[src/rtl/mem_port_arbiter.sv]
// mem_port_arbiter
//   Shares one single-port synchronous RAM between the instruction-fetch port
//   (IF, read-only) and the data-memory port (DM, read/write). DM normally has
//   priority; IF is force-granted after STARVE_LIMIT consecutive denied cycles.
//   Each granted read is tagged so the one-cycle-latency RAM data is flagged
//   valid to its owner in the following cycle.
//
// Ports
//   clk_i, n_rst              clock, asynchronous active-low reset
//   if_req_i / if_addr_i      fetch read request and byte address
//   if_gnt_o                  fetch accepted this cycle (combinational)
//   if_rvalid_o / if_rdata_o  fetch read response
//   dm_req_i, dm_we_i, dm_be_i, dm_addr_i, dm_wdata_i
//                             data request, write flag, byte enables, address, data
//   dm_gnt_o                  data accepted this cycle (combinational)
//   dm_rvalid_o / dm_rdata_o  data read response
//   ram_en_o, ram_we_o, ram_addr_o, ram_wdata_o, ram_rdata_i
//                             RAM side; ram_rdata_i is valid one cycle after a read
//
// DATA_W must be 32 (four byte lanes); STARVE_LIMIT must lie in 1..15.

module mem_port_arbiter #(
  parameter int ADDR_W       = 32,
  parameter int DATA_W       = 32,
  parameter int STARVE_LIMIT = 4
) (
  input  logic              clk_i,
  input  logic              n_rst,
  input  logic              if_req_i,
  input  logic [ADDR_W-1:0] if_addr_i,
  output logic              if_gnt_o,
  output logic              if_rvalid_o,
  output logic [DATA_W-1:0] if_rdata_o,
  input  logic              dm_req_i,
  input  logic              dm_we_i,
  input  logic [3:0]        dm_be_i,
  input  logic [ADDR_W-1:0] dm_addr_i,
  input  logic [DATA_W-1:0] dm_wdata_i,
  output logic              dm_gnt_o,
  output logic              dm_rvalid_o,
  output logic [DATA_W-1:0] dm_rdata_o,
  output logic              ram_en_o,
  output logic [3:0]        ram_we_o,
  output logic [ADDR_W-3:0] ram_addr_o,
  output logic [DATA_W-1:0] ram_wdata_o,
  input  logic [DATA_W-1:0] ram_rdata_i
);

  typedef enum logic {DM_PRI, IF_FORCE} state_t;
  typedef enum logic [1:0] {TAG_NONE, TAG_IF, TAG_DM} tag_t;

  state_t     state_reg, state_next;
  logic [3:0] starve_cnt_reg, starve_cnt_next;
  tag_t       tag_reg, tag_next;
  logic       if_gnt, dm_gnt;

  // Word addressing: the byte-offset bits are intentionally dropped.
  logic unused_addr_bits;
  assign unused_addr_bits = ^{if_addr_i[1:0], dm_addr_i[1:0]};

  // State register.
  always_ff @(posedge clk_i or negedge n_rst) begin
    if (!n_rst) begin
      state_reg      <= DM_PRI;
      starve_cnt_reg <= '0;
      tag_reg        <= TAG_NONE;
    end else begin
      state_reg      <= state_next;
      starve_cnt_reg <= starve_cnt_next;
      tag_reg        <= tag_next;
    end
  end

  // Next-state logic. The counter counts cycles IF has waited; the switch to
  // IF_FORCE happens on the edge where the count reaches the limit, so IF is
  // granted in the cycle right after its STARVE_LIMIT-th denial.
  always_comb begin
    state_next      = state_reg;
    starve_cnt_next = starve_cnt_reg;
    case (state_reg)
      DM_PRI: begin
        if (if_req_i && !if_gnt) starve_cnt_next = starve_cnt_reg + 4'd1;
        else                     starve_cnt_next = '0;
        if (starve_cnt_next == 4'(STARVE_LIMIT)) state_next = IF_FORCE;
      end
      IF_FORCE: begin
        // One forced slot only, whether or not IF still requests.
        state_next      = DM_PRI;
        starve_cnt_next = '0;
      end
    endcase

    // Only reads expect a response; DM writes leave the tag empty.
    tag_next = TAG_NONE;
    if (if_gnt)                 tag_next = TAG_IF;
    else if (dm_gnt && !dm_we_i) tag_next = TAG_DM;
  end

  // Output logic. Grants are gated by reset so nothing is issued to the RAM
  // while n_rst is low.
  always_comb begin
    if_gnt = 1'b0;
    dm_gnt = 1'b0;
    if (n_rst) begin
      case (state_reg)
        DM_PRI: begin
          if (dm_req_i)      dm_gnt = 1'b1;
          else if (if_req_i) if_gnt = 1'b1;
        end
        IF_FORCE: if_gnt = if_req_i;
      endcase
    end

    ram_addr_o  = '0;
    ram_wdata_o = '0;
    if (dm_gnt) begin
      ram_addr_o = dm_addr_i[ADDR_W-1:2];
      if (dm_we_i) ram_wdata_o = dm_wdata_i;
    end else if (if_gnt) begin
      ram_addr_o = if_addr_i[ADDR_W-1:2];
    end
  end

  assign if_gnt_o = if_gnt;
  assign dm_gnt_o = dm_gnt;
  assign ram_en_o = if_gnt | dm_gnt;

  // Per-lane write enables; a write with no lanes enabled still occupies a
  // RAM cycle but modifies nothing.
  generate
    for (genvar gi = 0; gi < 4; gi++) begin : g_we_lane
      assign ram_we_o[gi] = dm_gnt & dm_we_i & dm_be_i[gi];
    end
  endgenerate

  assign if_rvalid_o = (tag_reg == TAG_IF);
  assign dm_rvalid_o = (tag_reg == TAG_DM);
  assign if_rdata_o  = n_rst ? ram_rdata_i : '0;
  assign dm_rdata_o  = n_rst ? ram_rdata_i : '0;

endmodule

[config.mk]
export PLATFORM = sky130hd
export DESIGN_NAME = mem_port_arbiter
export DESIGN_NICKNAME = d
export VERILOG_FILES = /design/src/rtl/mem_port_arbiter.sv
export SDC_FILE = /design/constraint.sdc
export NUM_CORES = 1
export LEC_CHECK = 0
export CAP_MARGIN = 20
export CORE_AREA = 5 5 102 104
export DETAILED_ROUTE_END_ITERATION = 7
export DIE_AREA = 0 0 107 109
export PLACE_DENSITY = 0.66
export REMOVE_ABC_BUFFERS = 1
export SLEW_MARGIN = 20
export SYNTH_ARGS = -nofsm -noshare
export SYNTH_HDL_FRONTEND = slang
export SYNTH_SLANG_ARGS = --single-unit
[constraint.sdc]
create_clock -name clk_i -period 2.92 [get_ports clk_i]
set_input_delay 0.292 -clock clk_i [delete_from_list [all_inputs] [get_ports clk_i]]
set_output_delay 0.292 -clock clk_i [all_outputs]
set_load 0.05 [all_outputs]
# Yosys cells after proc, flatten, opt, wreduce, memory -nomap -nowiden
# Cells that the tools add are included.
[op_classes]
addsub = 1
mul = 0
div_mod_pow = 0
magnitude_cmp = 0
eq_ne = 3
n_shift = 0
n_mux = 19
bitwise = 7
reduce_logical = 4
[op_table]
columns = ["cell", "count"]
rows = [
  ["2-to-1 mux 32 bit", 3],
  ["2-to-1 mux 30 bit", 2],
  ["2-to-1 mux 4 bit", 2],
  ["one-hot mux 4 bit (2 select lines)", 1],
  ["2-to-1 mux 1 bit", 7],
  ["AND 1 bit", 5],
  ["adder 4 x 1 -> 4 bit, second input constant", 1],
  ["equality test 4 x 3 -> 1 bit, second input constant", 1],
  ["2-to-1 mux 2 bit", 2],
  ["one-hot mux 1 bit (2 select lines)", 2],
  ["equality test 2 x 1 -> 1 bit, second input constant", 1],
  ["equality test 2 bit, second input constant", 1],
  ["logical AND 1 bit", 2],
  ["zero test 1 bit", 2],
  ["inverter 1 bit", 1],
  ["OR 1 bit", 1],
]
[word_totals]
ff_bits = 7
latchBits = 0
mem_bits_rw = 0
mem_bits_ro = 0
in_bits = 137
out_inout_bits = 135
wordCells = 37
n_memories = 0

# Logic depth before layout (Yosys ltp)
[logic_depth]
ltp_word = 11
depth_mapped = 6
mapped_depth_nobuf = 4

# Worst setup path before layout
# OpenSTA, ideal clock, no wires.
[synth_timing]
path_type = "register -> output"
from = "register state_reg"
to = "output ram_wdata_o[17]"
arrival_time_ps = 1510
setup_slack_ps = 1118
path_stages_with_launch = 6
path_buffers = 2
path_cell_list = "dfrtp_1 > inv_2 > and3_1 > buf_2 > buf_2 > and3_1"
[synth_between]
elab_chain_len = 3
[synth_rtl]
columns = ["element", "line_no", "source"]
rows = [
  ["from (decl)", "52", "state_t state_reg, state_next;"],
  ["from (signal assigned)", "68", "state_reg <= state_next;"],
  ["2-to-1 mux 1 bit", "105", "case (state_reg)"],
  ["2-to-1 mux 1 bit", "104", "if (n_rst) begin"],
  ["net dm_gnt_o", "39", "output logic dm_gnt_o,"],
  ["2-to-1 mux 32 bit", "116", "if (dm_gnt) begin"],
  ["to (decl)", "45", "output logic [DATA_W-1:0] ram_wdata_o,"],
]
# The timed path passes the listed nets, and every way through them passes these cells.

# Worst setup path in the final report
[layout_timing]
from = "input n_rst"
to = "output ram_addr_o[23]"
[layout_between]
elab_chain_len = 3
elab_cells_between_ends = 4
classes_between = "mux (4)"
[layout_rtl]
columns = ["element", "line_no", "source"]
rows = [
  ["from (decl)", "28", "input logic n_rst,"],
  ["2-to-1 mux 1 bit", "104", ""],
  ["2-to-1 mux 30 bit", "119", "end else if (if_gnt) begin"],
  ["2-to-1 mux 30 bit (*)", "116", ""],
  ["to (decl)", "44", "output logic [ADDR_W-3:0] ram_addr_o,"],
]
# Mark *: on every way between the ends. The rest lies on a longest branch, timed or not.

==> results.sh <==
export IMPL_cts_setup_buffers=0
export IMPL_p_sw_share_pct=45.66
export IMPL_grt_pass1_vias=2200
export IMPL_drc=0
export IMPL_tns_ns=0
export IMPL_synth_cell_area_sq_um=1339
export IMPL_start_util_pct=14.15
export IMPL_cts_resized=0
export IMPL_crit_buf_inv=3
export IMPL_crit_type="input port to output port"
export IMPL_path_cells="clkdlybuf4s50_1, nand2_1, a21oi_2, buf_4, a22o_1, buf_12"
export IMPL_rsz0062_at_grt="no"
export IMPL_wl_per_cell_um=16.35
export IMPL_hold_ws_ns=0.2541
export IMPL_maxCapViolations=0
export IMPL_cts_hold_buffers=0
export IMPL_yosys_top_cells_area="a22o_1 (20%), buf_4 (18%), and3_1 (17%)"
export IMPL_pwr_share_clk_pct=12.4
export IMPL_met3_usage_pct=4.263
export IMPL_powerDensity_nw_per_um2=252.0
export IMPL_ant_nets=0
export IMPL_fin_crit_ns=2.143
export IMPL_synth_top_area_share_pct=19.63
export IMPL_p_seq_share_pct=9.3
export IMPL_wirelength_mm=8.436
export IMPL_detailedPlace_worstSlack_ns=0.7990
export IMPL_grt_start_max_net_pins=70
export IMPL_final_max_slew_violation_count=0
export IMPL_ys_flop_type="dfrtp_1"
export IMPL_grt_busiest_layer="met2"
export IMPL_cts_tree="done"
export IMPL_critPathSlowestCell="clkdlybuf4s50_1"
export IMPL_synth_seq_area_share_pct=13.08
export IMPL_clkSlewWorstSetupHoldPaths_ns=0.04
export IMPL_yosys_warnings=0
export IMPL_via_per_inst=4.205
export IMPL_hold_viol=0
export IMPL_worstPathMaxFanout=32
export IMPL_gr_usage_met2_pct=27.02
export IMPL_yosys_area_top_type="a22o_1"
export IMPL_design_die_area_sq_um=11660
export IMPL_ys_types=22
export IMPL_p_comb_share_pct=78.3
export IMPL_yosysMostFrequentCell="and3_1"
export IMPL_async_flop_share_pct=100.0
export IMPL_syn_avg_cell_area_sq_um=7.607
export IMPL_tightest_slew_ns=0.5079
export IMPL_clock_sinks=7
export IMPL_setup_slack_ns=0.7773
export IMPL_io_buffers=267
export IMPL_start_kind="input port"
export IMPL_num_io_pins=272
export IMPL_rows=36
export IMPL_cts_buffers=3
export IMPL_dpl_hpwl_mm=7.470
export IMPL_fin_crit_sh_pct=73.38
export IMPL_hold_class="input port to asynchronous set/reset pin"
export IMPL_first_iter_violations=39
export IMPL_relSlewSlack_pct=66.03
export IMPL_first_pass_iters=4
export IMPL_p_int_uw=608.9
export IMPL_synth_common_cells="and3_1 (37), and2_1 (32), buf_4 (32)"
export IMPL_grt_util_all_layers_pct=12.97
export IMPL_switchingPower_uw=511.6
export IMPL_final_nets=541
export IMPL_synthToLayoutAreaGrowth_pct=232.1
export IMPL_die_w_um=107
export IMPL_drive_gt1_share_pct=35.82
export IMPL_synthCells=176
export IMPL_grt_use_met1_pct=11.70
export IMPL_insertion_delay_ns=0.23
export IMPL_status="completed"
export IMPL_ys_ff_latch=7
export IMPL_vias=2170
export IMPL_path_delay_family="buffers and inverters"
export IMPL_cts_buffer_depth=2
export IMPL_clock_root_buffer="clkbuf_8"
export IMPL_max_freq_ghz=0.4667
export IMPL_fill_cells=874
export IMPL_endpoint_kind="output port"
export IMPL_diodes=0
export IMPL_htree_levels=1
export IMPL_worstPathArrival_ns=1.85
export IMPL_cp_required_ns=2.63
export IMPL_leakage_nw=2.037
export IMPL_overflow=0
export IMPL_ir_drop_mv=0.1128
export IMPL_finalSetupViolations=0
export IMPL_grt_pass1_wl_mm=11.85
export IMPL_synth_edf_count=0
export IMPL_largest_register_ffs=4
export IMPL_routabilityCongestion=0.7863
export IMPL_antenna_found_initial=0
export IMPL_die_h_um=109
export IMPL_core_area_sq_um=9459
export IMPL_worst_path_largest_cell_delay_ns=0.55
export IMPL_skew_ns=0.007242
## final cells by class
| class | instances | area [sq um] | share of cell area, % |
|---|---|---|---|
| multi-input combinational | 118 | 830.8 | 18.68 |
| clock buffer | 4 | 45.04 | 1.013 |
| timing repair buffer | 271 | 3246 | 72.99 |
| tap | 114 | 142.6 | 3.208 |
| inverter | 2 | 7.507 | 0.1688 |
| sequential | 7 | 175.2 | 3.939 |
## cell families (layout without fill, tap and decap cells)
| logic type | count (synthesis) | in the layout | synth area share [%] |
|---|---|---|---|
| AOI/OAI and AO/OA | 31 | 31 | 20.00 |
| xor gates and xnor gates | 3 | 3 | 1.963 |
| adders and majority gates | 1 | 1 | 0.9344 |
| buffers and inverters | 51 | 277 | 25.23 |
| DFF | 7 | 7 | 13.08 |
| and+or+nand+nor | 83 | 83 | 38.78 |
## cell usage in the layout (no fill, tap or decap)
| master | n |
|---|---|
| a21oi_2 | 1 |
| a22o_1 | 30 |
| and2_1 | 32 |
| and3_1 | 36 |
| and3_2 | 1 |
| and4_1 | 1 |
| buf_12 | 70 |
| buf_4 | 67 |
| clkbuf_1 | 1 |
| clkbuf_8 | 3 |
| clkdlybuf4s50_1 | 134 |
| dfrtp_1 | 7 |
| ha_1 | 1 |
| inv_1 | 1 |
| inv_2 | 1 |
| nand2_1 | 2 |
| nand2b_1 | 1 |
| nand3_1 | 1 |
| nor2_1 | 3 |
| nor2b_1 | 4 |
| nor4b_2 | 1 |
| or3b_1 | 1 |
| xnor2_1 | 1 |
| xor2_1 | 2 |
## metrics by stage
stage | instances | total power, mW | utilization, % | cell area, sq um
3_5_place_dp | 512 | 0.9882 | 46.53 | 4402
2_1_floorplan | 127 | 0.5036 | - | 1008
4_1_cts | 516 | 1.131 | 47.01 | 4447
3_3_place_gp | 512 | 0.9809 | 46.53 | 4402
5_1_grt | 516 | 1.160 | 47.01 | 4447
6_report | 516 | 1.120 | 47.01 | 4447
## worst paths after layout
kind	from	end	slack, ns	cells after the start
worst min-delay path	n_rst	tag_reg[0]	0.25	1
worst max register to register	starve_cnt_reg[0]	state_reg	1.61	4
max in group asynchronous	n_rst	starve_cnt_reg[1]	2.15	2
min in group clk_i	state_reg	starve_cnt_reg[2]	0.49	1
worst max-delay path	n_rst	ram_addr_o[23]	0.78	6
worst min register to register	state_reg	starve_cnt_reg[2]	0.49	1
## layer usage
metal  vias up  wire length (um)
li1       1036                 -
met1       984              2590
met2       137              4831
met3        13               824
met4         0               190
met5         -                 0
## power groups by stage
stage | registers, mW | logic [mW] | clock network, mW
detailed placement | 0.106 | 0.883 | 0
global placement | 0.105 | 0.876 | 0
CTS | 0.104 | 0.884 | 0.143
global route | 0.105 | 0.908 | 0.148
finish | 0.104 | 0.877 | 0.139
floorplan | 0.105 | 0.399 | 0
Note: power is estimated with default switching activity, not from simulation.
==> edit 1: new RTL, same flow settings <==
Encoding of `tag_t`: now one-hot (3 bits for 3 values).
--- a/src/rtl/mem_port_arbiter.sv
+++ b/src/rtl/mem_port_arbiter.sv
@@ -49,3 +49,3 @@
   typedef enum logic {DM_PRI, IF_FORCE} state_t;
-  typedef enum logic [1:0] {TAG_NONE, TAG_IF, TAG_DM} tag_t;
+  typedef enum logic [2:0] {TAG_NONE = 3'b001, TAG_IF = 3'b010, TAG_DM = 3'b100} tag_t;
 
Behaviour: no difference found for any inputs over 10 cycles, from zero or initial values and one cycle with n_rst low; not proved beyond that.
==> edit 1 against the unedited design <==
- total power grew 1.2%
- via count grew 1.4%
- worst setup slack lost 0.13 ns
- register-to-register slack lost 0.22 ns
- die area is the same
- routed wire length shrank 2.2%
- final cell count grew 0.58%
- final area grew 1.2%
- hold slack gained 0.20 ns
- synthesized cell count grew 1.1%
- area after synthesis grew 2.9%
- sequential cell count grew 1
==> edit 1: results (changes against the unedited design) <==
status: finished, final reports clean (unchanged)
largest net degree at the start of global routing: 47 (was 70)
All-Layer GR Usage: 0.127 (was 0.130)
Critical Path End: ram_wdata_o[20] (was ram_addr_o[23])
Worst Tran Pin Value: 0.549 ns (was 0.508 ns)
share of cells above drive strength 1: 0.358 (about the same)
Warnings, synthesis: 0 (unchanged)
R2R setup slack: 1.39 ns (was 1.61 ns)
CP peak stage delay: 0.51 ns (was 0.55 ns)
Leakage: 0.00205 uW (was 0.00204 uW)
via-per-instance ratio: 4.24 (was 4.21)
worst path arrival time: 1.98 ns (was 1.85 ns)
first-pass GRT wire length: 11.8 mm (was 11.9 mm)
Post-synth top cells: 36 x and3_1, 32 x and2_1, 32 x buf_4 (was 37 x and3_1, 32 x and2_1, 32 x buf_4)
crit path from: dm_req_i (was n_rst)
First DRT Iteration DRCs: 57 (was 39)
GPL Wtd Cong: 0.808 (was 0.786)
DP HPWL: 7.50 mm (was 7.47 mm)
final-stage net count: 544 (was 541)
Reg2Reg Depth: 4 (unchanged)
Filler cells: 867 (was 874)
total wire length: 8.25 mm (was 8.44 mm)
top cells by area, synth: a22o_1 19%, buf_4 17%, and3_1 16% (was a22o_1 20%, buf_4 18%, and3_1 17%)
Yosys cell types: 24 (was 22)
RR Endpoint: tag_reg[0] (was state_reg)
-- edit 1: layout make-up --
| type | instances | area [um^2] | area share |
|---|---|---|---|
| repair buffers | 272 | 3270 | 0.725 |
| multi-input cells | 119 | 840 | 0.186 |
| flip-flops and latches | 8 | 201 | 0.0447 |
| well taps | 114 | 143 | 0.0317 |
| clock buffers | 4 | 45.0 | 0.0100 |
| inverters | 2 | 7.51 | 0.00167 |
-- edit 1: logic make-up (layout without fill, tap and decap cells) --
| group | Yosys count | in the layout | share of synthesized area |
|---|---|---|---|
| DFF | 8 | 8 | 0.146 |
| adders and majority gates | 1 | 1 | 0.00908 |
| and+or+nand+nor | 84 | 84 | 0.383 |
| xor gates and xnor gates | 3 | 3 | 0.0191 |
| AOI/OAI and AO/OA | 31 | 31 | 0.197 |
| buffers and inverters | 51 | 278 | 0.245 |
-- edit 1: report_power, final --
group	switching (uW)	internal [uW]	total [uW]
logic	461	415	876
registers	3.75	117	121
clock network	43.0	94.5	138
-- edit 1: worst min-delay path by stage --
stage                            from                 to  slack [ns]  cells after the start
finish                          n_rst          state_reg        0.45                      2
global route                    n_rst          state_reg        0.49                      2
floorplan                       n_rst  starve_cnt_reg[0]      -0.004                      0
CTS                             n_rst          state_reg        0.46                      2
detailed placement          state_reg  starve_cnt_reg[2]        0.48                      1
global placement    starve_cnt_reg[0]  starve_cnt_reg[0]        0.47                      1
-- edit 1: through the flow --
stage / worst slack (ns) / hold WS, ns / instances / area [um^2] / total power [uW]
after floorplan: 0.187 / -0.00359 / 129 / 1050 / 517
after global placement: 0.658 / 0.473 / 515 / 4460 / 999
after detailed placement: 0.666 / 0.479 / 515 / 4460 / 1000
after CTS: 0.654 / 0.463 / 519 / 4500 / 1140
after global routing: 0.548 / 0.490 / 519 / 4500 / 1180
final: 0.652 / 0.455 / 519 / 4500 / 1130
-- edit 1: metal layers --
layer	part of all wire	track usage
met5	0	0
met2	0.55	0.263
met4	0.0092	0.0183
met1	0.32	0.121
met3	0.13	0.0468
-- edit 1: worst max-delay path, delay by kind of cell --
kind / cells / cell delay [ns]
buffers and inverters: 3 / 0.93
and+or+nand+nor: 2 / 0.73
==> edit 2: new RTL, same settings <==
Made on the original files. The parameter `ADDR_W` goes from 32 to 28.
--- a/src/rtl/mem_port_arbiter.sv
+++ b/src/rtl/mem_port_arbiter.sv
@@ -22,3 +22,3 @@
 module mem_port_arbiter #(
-  parameter int ADDR_W       = 32,
+  parameter int ADDR_W       = 28,
   parameter int DATA_W       = 32,
Ports: changed (resized dm_addr_i, if_addr_i and ram_addr_o); port bits go from 272 to 260. The function was not compared with the original's and may differ.
==> edit 2 against the unedited design <==
- final area shrank 4.1%
- clock skew down 0.0069 ns
- fmax decreased by 0.85%
- count of clock-buffer cells in the layout did not move
- critical path type unchanged
- area after synthesis rose by 0.84%
- routed wire length down 3.4%
- critical endpoint is now ram_wdata_o[20]
- sequential cell count is the same
- sequential power about the same
- worst setup slack lost 0.018 ns
- total power down 4.2%
==> edit 2: results (changes against the unedited design) <==
status: finished, final reports clean (unchanged)
First DRT Iteration DRCs: 55 (was 39)
GR Util met2: 0.251 (was 0.270)
All-Layer GR Usage: 0.125 (was 0.130)
complex-gate fraction of the synthesized area: 0.181 (was 0.200)
met3 wire len: 944 um (was 824 um)
clock latency on the worst-skew pair: 0.22 ns
Leakage: 0.00196 uW (was 0.00204 uW)
Worst Tran Pin Value: 0.895 ns (was 0.508 ns)
synthesized-area fraction occupied by adder cells: 0.00927 (was 0.00935)
asr flop ratio synth: 1.00 (unchanged)
cells after synthesis: 170 (was 176)
post-synthesis sequential area ratio: 0.130 (was 0.131)
share of cells above drive strength 1: 0.365 (was 0.358)
Placement Setup Slack: 0.727 ns (was 0.799 ns)
CTS clk-pin slew, worst paths: 0.04 ns (about the same)
max FFs per register: 4 (unchanged)
Max IR drop VDD: 106 uV (was 113 uV)
antenna cells: 0 (unchanged)
clk root buf: clkbuf_8 (unchanged)
total wire length: 8.15 mm (was 8.44 mm)
Yosys cell types: 24 (was 22)
via-per-instance ratio: 4.11 (was 4.21)
Synth Area in XOR/XNOR: 0.0195 (was 0.0196)
met1 usage: 0.124 (was 0.117)
maximum clock path buffer count: 2 (unchanged)
CP max FO: 37 (was 32)
largest net degree at the start of global routing: 66 (was 70)
first-pass GRT wire length: 11.4 mm (was 11.9 mm)
switching power: 488 uW (was 512 uW)
M1 wire length: 2.73 mm (was 2.59 mm)
Clock Skew: 0.000387 ns (was 0.00724 ns)
worst path arrival time: 1.87 ns (was 1.85 ns)
placed cells: 496 (was 512)
Port Buffer Count: 255 (was 267)
top cells by area, synth: buf_4 18%, a22o_1 17%, and3_1 17% (was a22o_1 20%, buf_4 18%, and3_1 17%)
Top Layer Used: met4 (unchanged)
GR Util met3: 0.0432 (was 0.0426)
initial antenna violation count: 0 (unchanged)
Post-synth top cells: 36 x and3_1, 32 x and2_1, 32 x buf_4 (was 37 x and3_1, 32 x and2_1, 32 x buf_4)
DP HPWL: 7.38 mm (was 7.47 mm)
vias post-DR: 2057 (was 2170)
Post-CTS Resized: 0 (unchanged)
multiplexer share of the synthesized area: 0 (unchanged)
first drt pass iteration count: 4 (unchanged)
final-stage net count: 517 (was 541)
CP peak stage delay: 1.06 ns (was 0.55 ns)
GPL Wtd Cong: 0.815 (was 0.786)
DR WL met2: 4.38 mm (was 4.83 mm)
Worst Hold Class: flop to flop (was input pin to async pin)
CTS H-tree depth: 1 (unchanged)
delay-heaviest family, CP: buffers and inverters (unchanged)
area of placed instances: 4220 um^2 (was 4400 um^2)
edit 2: final timing paths:
path,endpoint,slack [ns],startpoint,cells after the start
min in group asynchronous,starve_cnt_reg[2],0.51,n_rst,2
worst max register to register,state_reg,1.64,starve_cnt_reg[0],4
worst max-delay path,ram_wdata_o[20],0.76,dm_we_i,3
worst min-delay path,starve_cnt_reg[0],0.48,starve_cnt_reg[0],1
max in group asynchronous,starve_cnt_reg[3],2.24,n_rst,2
worst min register to register,starve_cnt_reg[0],0.48,starve_cnt_reg[0],1
edit 2: final cells by class:
cell class	instances	area (um^2)
tap	114	143
multi-input combinational	114	810
inverter	2	7.51
clock buffer	4	45.0
timing repair buffer	259	3090
sequential	7	175
fill	901	5190
edit 2: power by group through the flow:
stage	clock network (uW)	logic, uW	registers (uW)
2_1_floorplan	0	382	105
5_1_grt	144	865	105
4_1_cts	138	843	104
3_5_place_dp	0	842	105
6_report	135	834	104
3_3_place_gp	0	836	105
